$ cat src/rtl/gpu_pkg.sv
// Shared definitions for the CPU->GPU command path: command codes,
// framebuffer geometry and the draw engine state encoding.
package gpu_pkg;

  localparam int FB_W  = 64;
  localparam int FB_H  = 32;
  localparam int FB_AW = 11;

  localparam logic [3:0] GPU_CMD_NOP   = 4'd0;
  localparam logic [3:0] GPU_CMD_CLEAR = 4'd1;
  localparam logic [3:0] GPU_CMD_DRAW  = 4'd2;

  typedef enum logic [2:0] {
    S_IDLE,
    S_CLEAR,
    S_FETCH,
    S_PIX,
    S_PIX_WR
  } state_t;

endpackage

$ cat src/rtl/gpu_draw_engine_if.sv
// Bundle of the draw engine's command, memory-read and framebuffer ports.
// The engine is the slave; the CPU/memory/framebuffer side is the master.
interface gpu_draw_engine_if;
  import gpu_pkg::*;

  logic [3:0]       gpu_cmd;
  logic [15:0]      gpu_draw_offset;
  logic [7:0]       gpu_draw_x;
  logic [7:0]       gpu_draw_y;
  logic [7:0]       gpu_draw_length;
  logic             gpu_cmd_submitted;
  logic             gpu_ready;
  logic             gpu_collision;

  logic             mem_read;
  logic [11:0]      mem_read_addr;
  logic [7:0]       mem_read_data;
  logic             mem_read_ack;

  logic [FB_AW-1:0] fb_addr;
  logic             fb_re;
  logic             fb_rdata;
  logic             fb_we;
  logic             fb_wdata;

  modport slave (
    input  gpu_cmd, gpu_draw_offset, gpu_draw_x, gpu_draw_y, gpu_draw_length,
    input  gpu_cmd_submitted,
    output gpu_ready, gpu_collision,
    output mem_read, mem_read_addr,
    input  mem_read_data, mem_read_ack,
    output fb_addr, fb_re, fb_we, fb_wdata,
    input  fb_rdata
  );

  modport master (
    output gpu_cmd, gpu_draw_offset, gpu_draw_x, gpu_draw_y, gpu_draw_length,
    output gpu_cmd_submitted,
    input  gpu_ready, gpu_collision,
    input  mem_read, mem_read_addr,
    output mem_read_data, mem_read_ack,
    input  fb_addr, fb_re, fb_we, fb_wdata,
    output fb_rdata
  );

endinterface

$ cat src/rtl/gpu_draw_engine.sv
// Executes CLEAR and XOR sprite DRAW commands against the shared 1-bit
// framebuffer RAM, fetching sprite rows over the memory read port.
module gpu_draw_engine #(
  parameter int FB_W = gpu_pkg::FB_W,
  parameter int FB_H = gpu_pkg::FB_H
) (
  input  logic             clk,
  input  logic             rst_n,
  gpu_draw_engine_if.slave bus
);
  import gpu_pkg::*;

  // FB_W and FB_H are powers of two, so the low address bits do the wrap.
  localparam int XW = $clog2(FB_W);
  localparam int YW = $clog2(FB_H);
  localparam int CW = XW + YW;
  localparam logic [CW-1:0] CLR_LAST = '1;

  state_t        state_reg, state_next;
  logic          hold_reg, hold_next;
  logic          coll_reg, coll_next;
  logic [11:0]   offset_reg, offset_next;
  logic [XW-1:0] sx_reg, sx_next;
  logic [YW-1:0] sy_reg, sy_next;
  logic [3:0]    len_reg, len_next;
  logic [3:0]    row_reg, row_next;
  logic [2:0]    col_reg, col_next;
  logic [7:0]    data_reg, data_next;
  logic [CW-1:0] clr_reg, clr_next;

  logic [8:0]    px_sum, py_sum;
  logic [CW-1:0] pix_addr;
  logic          clipped;
  logic          advance;

  assign px_sum   = 9'(sx_reg) + 9'(col_reg);
  assign py_sum   = 9'(sy_reg) + 9'(row_reg);
  assign pix_addr = {py_sum[YW-1:0], px_sum[XW-1:0]};
  assign clipped  = (px_sum >= 9'(FB_W)) || (py_sum >= 9'(FB_H));

  assign bus.gpu_collision = coll_reg;

  always_ff @(posedge clk or negedge rst_n) begin
    if (!rst_n) begin
      state_reg  <= S_IDLE;
      hold_reg   <= 1'b0;
      coll_reg   <= 1'b0;
      offset_reg <= '0;
      sx_reg     <= '0;
      sy_reg     <= '0;
      len_reg    <= '0;
      row_reg    <= '0;
      col_reg    <= '0;
      data_reg   <= '0;
      clr_reg    <= '0;
    end else begin
      state_reg  <= state_next;
      hold_reg   <= hold_next;
      coll_reg   <= coll_next;
      offset_reg <= offset_next;
      sx_reg     <= sx_next;
      sy_reg     <= sy_next;
      len_reg    <= len_next;
      row_reg    <= row_next;
      col_reg    <= col_next;
      data_reg   <= data_next;
      clr_reg    <= clr_next;
    end
  end

  always_comb begin
    state_next  = state_reg;
    hold_next   = 1'b0;
    coll_next   = coll_reg;
    offset_next = offset_reg;
    sx_next     = sx_reg;
    sy_next     = sy_reg;
    len_next    = len_reg;
    row_next    = row_reg;
    col_next    = col_reg;
    data_next   = data_reg;
    clr_next    = clr_reg;
    advance     = 1'b0;

    bus.gpu_ready     = 1'b0;
    bus.mem_read      = 1'b0;
    bus.mem_read_addr = '0;
    bus.fb_addr       = '0;
    bus.fb_re         = 1'b0;
    bus.fb_we         = 1'b0;
    bus.fb_wdata      = 1'b0;

    case (state_reg)
      S_IDLE: begin
        // hold_reg gives NOP and zero-length DRAW their one busy cycle
        bus.gpu_ready = !hold_reg;
        if (bus.gpu_cmd_submitted && !hold_reg) begin
          offset_next = bus.gpu_draw_offset[11:0];
          sx_next     = bus.gpu_draw_x[XW-1:0];
          sy_next     = bus.gpu_draw_y[YW-1:0];
          len_next    = bus.gpu_draw_length[3:0];
          coll_next   = 1'b0;
          case (bus.gpu_cmd)
            GPU_CMD_CLEAR: begin
              state_next = S_CLEAR;
              clr_next   = '0;
            end
            GPU_CMD_DRAW: begin
              if (bus.gpu_draw_length[3:0] == 4'd0) begin
                hold_next = 1'b1;
              end else begin
                state_next = S_FETCH;
                row_next   = '0;
              end
            end
            default: hold_next = 1'b1;
          endcase
        end
      end
      S_CLEAR: begin
        bus.fb_we   = 1'b1;
        bus.fb_addr = FB_AW'(clr_reg);
        clr_next    = clr_reg + 1'b1;
        if (clr_reg == CLR_LAST) state_next = S_IDLE;
      end
      S_FETCH: begin
        bus.mem_read      = 1'b1;
        bus.mem_read_addr = offset_reg + 12'(row_reg);
        if (bus.mem_read_ack) begin
          data_next  = bus.mem_read_data;
          col_next   = '0;
          state_next = S_PIX;
        end
      end
      S_PIX: begin
        if (!data_reg[3'd7 - col_reg] || clipped) begin
          advance = 1'b1;
        end else begin
          bus.fb_re   = 1'b1;
          bus.fb_addr = FB_AW'(pix_addr);
          state_next  = S_PIX_WR;
        end
      end
      S_PIX_WR: begin
        bus.fb_we    = 1'b1;
        bus.fb_addr  = FB_AW'(pix_addr);
        bus.fb_wdata = ~bus.fb_rdata;
        coll_next    = coll_reg | bus.fb_rdata;
        state_next   = S_PIX;
        advance      = 1'b1;
      end
      default: state_next = S_IDLE;
    endcase

    if (advance) begin
      col_next = col_reg + 1'b1;
      if (col_reg == 3'd7) begin
        row_next   = row_reg + 1'b1;
        state_next = (5'(row_reg) + 5'd1 == 5'(len_reg)) ? S_IDLE : S_FETCH;
      end
    end
  end

endmodule

$ cat src/flat_wrapper.sv
// flat-port wrapper written by rule: the top's interface ports become plain ports
module gpu_draw_engine_flat import gpu_pkg::*;
#(
  parameter int FB_W = gpu_pkg::FB_W,
  parameter int FB_H = gpu_pkg::FB_H
)
  (clk, rst_n, bus_gpu_cmd, bus_gpu_draw_offset, bus_gpu_draw_x, bus_gpu_draw_y, bus_gpu_draw_length, bus_gpu_cmd_submitted, bus_gpu_ready, bus_gpu_collision, bus_mem_read, bus_mem_read_addr, bus_mem_read_data, bus_mem_read_ack, bus_fb_addr, bus_fb_re, bus_fb_we, bus_fb_wdata, bus_fb_rdata);
  gpu_draw_engine_if bus_i ();
  input  logic clk;
  input  logic rst_n;
  input wire logic [$bits(bus_i.gpu_cmd)-1:0] bus_gpu_cmd;
  input wire logic [$bits(bus_i.gpu_draw_offset)-1:0] bus_gpu_draw_offset;
  input wire logic [$bits(bus_i.gpu_draw_x)-1:0] bus_gpu_draw_x;
  input wire logic [$bits(bus_i.gpu_draw_y)-1:0] bus_gpu_draw_y;
  input wire logic [$bits(bus_i.gpu_draw_length)-1:0] bus_gpu_draw_length;
  input wire logic [$bits(bus_i.gpu_cmd_submitted)-1:0] bus_gpu_cmd_submitted;
  output wire logic [$bits(bus_i.gpu_ready)-1:0] bus_gpu_ready;
  output wire logic [$bits(bus_i.gpu_collision)-1:0] bus_gpu_collision;
  output wire logic [$bits(bus_i.mem_read)-1:0] bus_mem_read;
  output wire logic [$bits(bus_i.mem_read_addr)-1:0] bus_mem_read_addr;
  input wire logic [$bits(bus_i.mem_read_data)-1:0] bus_mem_read_data;
  input wire logic [$bits(bus_i.mem_read_ack)-1:0] bus_mem_read_ack;
  output wire logic [$bits(bus_i.fb_addr)-1:0] bus_fb_addr;
  output wire logic [$bits(bus_i.fb_re)-1:0] bus_fb_re;
  output wire logic [$bits(bus_i.fb_we)-1:0] bus_fb_we;
  output wire logic [$bits(bus_i.fb_wdata)-1:0] bus_fb_wdata;
  input wire logic [$bits(bus_i.fb_rdata)-1:0] bus_fb_rdata;
  assign bus_i.gpu_cmd = bus_gpu_cmd;
  assign bus_i.gpu_draw_offset = bus_gpu_draw_offset;
  assign bus_i.gpu_draw_x = bus_gpu_draw_x;
  assign bus_i.gpu_draw_y = bus_gpu_draw_y;
  assign bus_i.gpu_draw_length = bus_gpu_draw_length;
  assign bus_i.gpu_cmd_submitted = bus_gpu_cmd_submitted;
  assign bus_gpu_ready = bus_i.gpu_ready;
  assign bus_gpu_collision = bus_i.gpu_collision;
  assign bus_mem_read = bus_i.mem_read;
  assign bus_mem_read_addr = bus_i.mem_read_addr;
  assign bus_i.mem_read_data = bus_mem_read_data;
  assign bus_i.mem_read_ack = bus_mem_read_ack;
  assign bus_fb_addr = bus_i.fb_addr;
  assign bus_fb_re = bus_i.fb_re;
  assign bus_fb_we = bus_i.fb_we;
  assign bus_fb_wdata = bus_i.fb_wdata;
  assign bus_i.fb_rdata = bus_fb_rdata;
  gpu_draw_engine #(.FB_W(FB_W), .FB_H(FB_H)) u_core (.clk(clk), .rst_n(rst_n), .bus(bus_i));
endmodule
$ cat config.mk
export PLATFORM = sky130hd
export DESIGN_NAME = gpu_draw_engine_flat
export DESIGN_NICKNAME = d
export VERILOG_FILES = /design/src/rtl/gpu_pkg.sv /design/src/rtl/gpu_draw_engine_if.sv /design/src/rtl/gpu_draw_engine.sv /design/src/flat_wrapper.sv
export SDC_FILE = /design/constraint.sdc
export NUM_CORES = 1
export LEC_CHECK = 0
export BUFFER_PORTS_ARGS = -buffer_cell sky130_fd_sc_hd__buf_2
export CAP_MARGIN = 0
export CORE_MARGIN = 1.5
export CORE_UTILIZATION = 58
export DETAILED_ROUTE_END_ITERATION = 8
export GPL_ROUTABILITY_DRIVEN = 0
export PLACE_DENSITY = 0.94
export SYNTH_ARGS = -nofsm -noshare
export SYNTH_HDL_FRONTEND = slang
export SYNTH_SLANG_ARGS = --single-unit
$ cat constraint.sdc
create_clock -name clk -period 3.67 [get_ports clk]
set_input_delay 0.5505 -clock clk [delete_from_list [all_inputs] [get_ports clk]]
set_output_delay 0.5505 -clock clk [all_outputs]
set_load 0.1 [all_outputs]
==> summary.md <==
| Metric | Value |
|---|---|
| Total Negative Setup Slacks | 0 ns |
| Leading register cell type out of synthesis | dfrtp_1 |
| Initial antenna violation count | 0 |
| Vias | 3053 |
| Setup repair after global routing missed its margin | no |
| Post-synthesis simple-gate area fraction | 14.65% |
| Data required time of the worst path | 3.12 ns |
| Maxcap violations | 0 |
| Overall global routing resource usage | 27.78% |
| Layout Area Growth over Synthesis | 23.69% |
| DRC marker count from the first detailed-route iteration | 238 |
| Total I/O pin count | 86 |
| Total routed wire length on the met1 layer | 3.290 mm |
| Area of the placeable core | 0.005886 mm2 |
| Detail-routed via count per cell | 6.180 |
| Largest net degree at the start of global routing | 42 |
| Total half-perimeter wirelength after legalization and detailed placement | 5.824 mm |
| Total standard cell area after synthesis | 0.003502 mm2 |
| Ratio of cells with drive above 1 in the final layout | 32.46% |
| Die outline width | 80.71 um |
| Mapped Cells | 335 |
| Row count | 28 |
| Sequential cell area | 0.001451 mm2 |
| Yosys warnings | 0 |
| Most used standard cell by instance count after synthesis | dfrtp_1 |
| Routed met2 length | 4.257 mm |
| Maximum buffer depth of the clock tree | 2 |
| Die Span Y | 80.71 um |
| Initial Util | 59.50% |
| Net count after synthesis | 410 |
| Main area contributors after synthesis | dfrtp_1, mux2_2, ha_1, xnor2_1, nor2_1 |
| Post-layout min period | 3.528 ns |
| Residual DRC | 0 |
| Xor and xnor area share after synthesis | 6.431% |
| Clk Latency, worst-skew pair | 0.33 ns |
| Result of the run | finished, final reports clean |
| Endpoint kind of the worst setup timing path | output pin |
| Synthesized area per cell | 10.45 um2 |
| Mux cell area share after synthesis | 13.04% |
| Area of the multi-input gates | 0.001957 mm2 |
| Worst-case headroom to the max-slew limit | 39.94% |
| Final core utilization | 73.60% |
| Share of flip-flops with an asynchronous set or reset | 100.0% |
| # setup viols final | 0 |
| Number of flip-flops in the largest register | 12 |
| Routed met3 length | 567 um |
| Yosys top cell area share | 41.44% |
| Sequential cell area fraction in the yosys report | 41.44% |
| Worst-path fanout max | 11 |
| Number of library cell types mapped by synthesis | 53 |
| Type of the worst setup path | flip-flop to output pin |
| Top metal layer carrying routed signals | met4 |
| Adder-Cell Fraction of Synth Area | 7.074% |
| Number of global-route vias before repair | 2866 |
| Data arrival time of the critical path | 2.98 ns |
| Synthesized-area fraction occupied by ao, oa, aoi and oai cells | 14.33% |
| Final hold violation count | 0 |
| Commonest cells in the synthesized netlist | dfrtp_1, mux2_2, nor2_1 |
| Clock Sinks | 58 |
| Max-slew violation count | 0 |
| Transition time at the pin with the least slew margin | 0.8869 ns |
| CTS root buf | clkbuf_8 |
| Clock-pin slew reported for the worst setup and hold paths after clock tree synthesis | 0.07 ns |
| Antenna cell count | 0 |
| # fillers | 371 |
| Peak Freq | 283.4 MHz |
| CTS tree | yes |
| Main combinational cell family by area after synthesis | simple AND/OR/NAND/NOR gates |
| Number of search-and-repair iterations in the first detailed-routing pass | 6 |
| Number of buffers added by the clock tree synthesis step | 9 |
| Final WL | 8.338 mm |
| Worst min-delay path category | primary input to async pin |
| Setup Skew | 0.007569 ns |
| Average wire per cell in the routed design | 16.88 um |
| Port Buffer Count | 72 |
| Cell type with the highest aggregate area in the netlist | dfrtp_1 |
| Number of nets in the layout | 489 |
| Critical R2R Launch | u_core.col_reg[0] |
| Overall die area | 0.006513 mm2 |
| Aggregate global routing overflow | 0 |
| Number of flops mapped to enable cells by yosys | 0 |
| Remaining antenna violation count after routing | 0 |
| Final worst path period share | 96.13% |
| Total number of H-tree levels | 3 |
| Source of the critical timing path | u_core.col_reg[0] |
| Flip-flop and latch count after synthesis | 58 |
| Global-route wire length before repair | 13.57 mm |
| Startpoint types | flip-flop |
## placed cells by master (no fill, tap or decap), types with 2 or more instances in the layout
master / netlist / routed
nor3_1: 2 / 2
a21o_1: 4 / 4
dfrtp_1: 58 / 58
mux2_2: 35 / 35
xnor2_1: 15 / 15
nor2_1: 30 / 30
a21oi_2: 0 / 2
buf_12: 0 / 12
clkbuf_1: 3 / 3
o2bb2ai_1: 2 / 2
or3_1: 8 / 7
nand2_1: 20 / 20
or3b_2: 3 / 3
a21oi_1: 20 / 18
o211ai_1: 2 / 2
a222oi_1: 2 / 2
and2_1: 3 / 3
o31ai_1: 3 / 3
and3_1: 3 / 3
buf_4: 0 / 5
mux4_1: 2 / 2
ha_1: 15 / 15
o21ai_0: 13 / 13
inv_1: 13 / 13
nand2b_1: 4 / 4
buf_2: 4 / 61
nand3b_1: 2 / 2
or4_1: 3 / 3
xor2_1: 8 / 8
clkbuf_8: 0 / 11
a22o_1: 11 / 11
nand4_1: 2 / 2
fa_1: 3 / 3
o22ai_1: 4 / 4
nand3_1: 15 / 15
## what timing repair did
action / 4_1_cts / 5_1_grt
gates resized for setup: 0 / 1
endpoints found under the setup margin: 3 / 11
hold buffers: 0 / 0
setup buffers: 1 / 0
pin swaps: 1 / 0
## layer usage
layer | GRT usage (%) | vias to the layer above
met4 | 14.83 | 0
met5 | 0 | -
li1 | - | 1385
met3 | 5.455 | 21
met1 | 34.12 | 1492
met2 | 46.13 | 155
## logic make-up after synthesis
group                    after synthesis
AND/OR/NAND/NOR                      101
AO/OA/AOI/OAI                         73
flip-flops                            58
multiplexers                          38
XOR/XNOR                              24
buffers and inverters                 23
adder cells (fa/ha/maj)               18
## metrics by stage
stage,setup WS (ns),instance area (um2),hold slack (ns),std cells
3_3_place_gp,0.4252,4109,0.4795,477
4_1_cts,0.06255,4327,0.3708,494
2_1_floorplan,0.06161,3510,0.2549,335
5_1_grt,0.007162,4332,0.4144,494
3_5_place_dp,0.3646,4109,0.4879,477
6_report,0.1419,4332,0.3397,494
## final cells by class
cell class	count	share of cell area, %
multi-input cells	254	45.18
flip-flops and latches	58	33.51
repair buffers	78	13.46
clock buffers	14	3.755
well taps	75	2.166
inverters	13	1.127
clock inverters	2	0.8088
## worst max-delay path: stages (launching register included)
cell	delay, ns
dfrtp_1	0.47
ha_1	0.27
fa_1	0.43
a21oi_1	0.24
nor2_1	0.11
or3_4	0.41
o21ai_4	0.17
buf_12	0.15
a22o_1	0.21
buf_12	0.19
## final timing paths
check | end | slack, ns | cells past startpoint
max | bus_fb_addr[0] | 0.14 | 9
min | u_core.clr_reg[2] | 0.34 | 1
max reg2reg | u_core.col_reg[0] | 0.97 | 7
min reg2reg | u_core.data_reg[7] | 0.50 | 1
max in group asynchronous | u_core.offset_reg[8] | 2.55 | 2
min in group clk | u_core.sy_reg[0] | 0.45 | 2
Power is not shown: default switching activity piles up to over one toggle a cycle in this logic, so the estimate is an artifact.
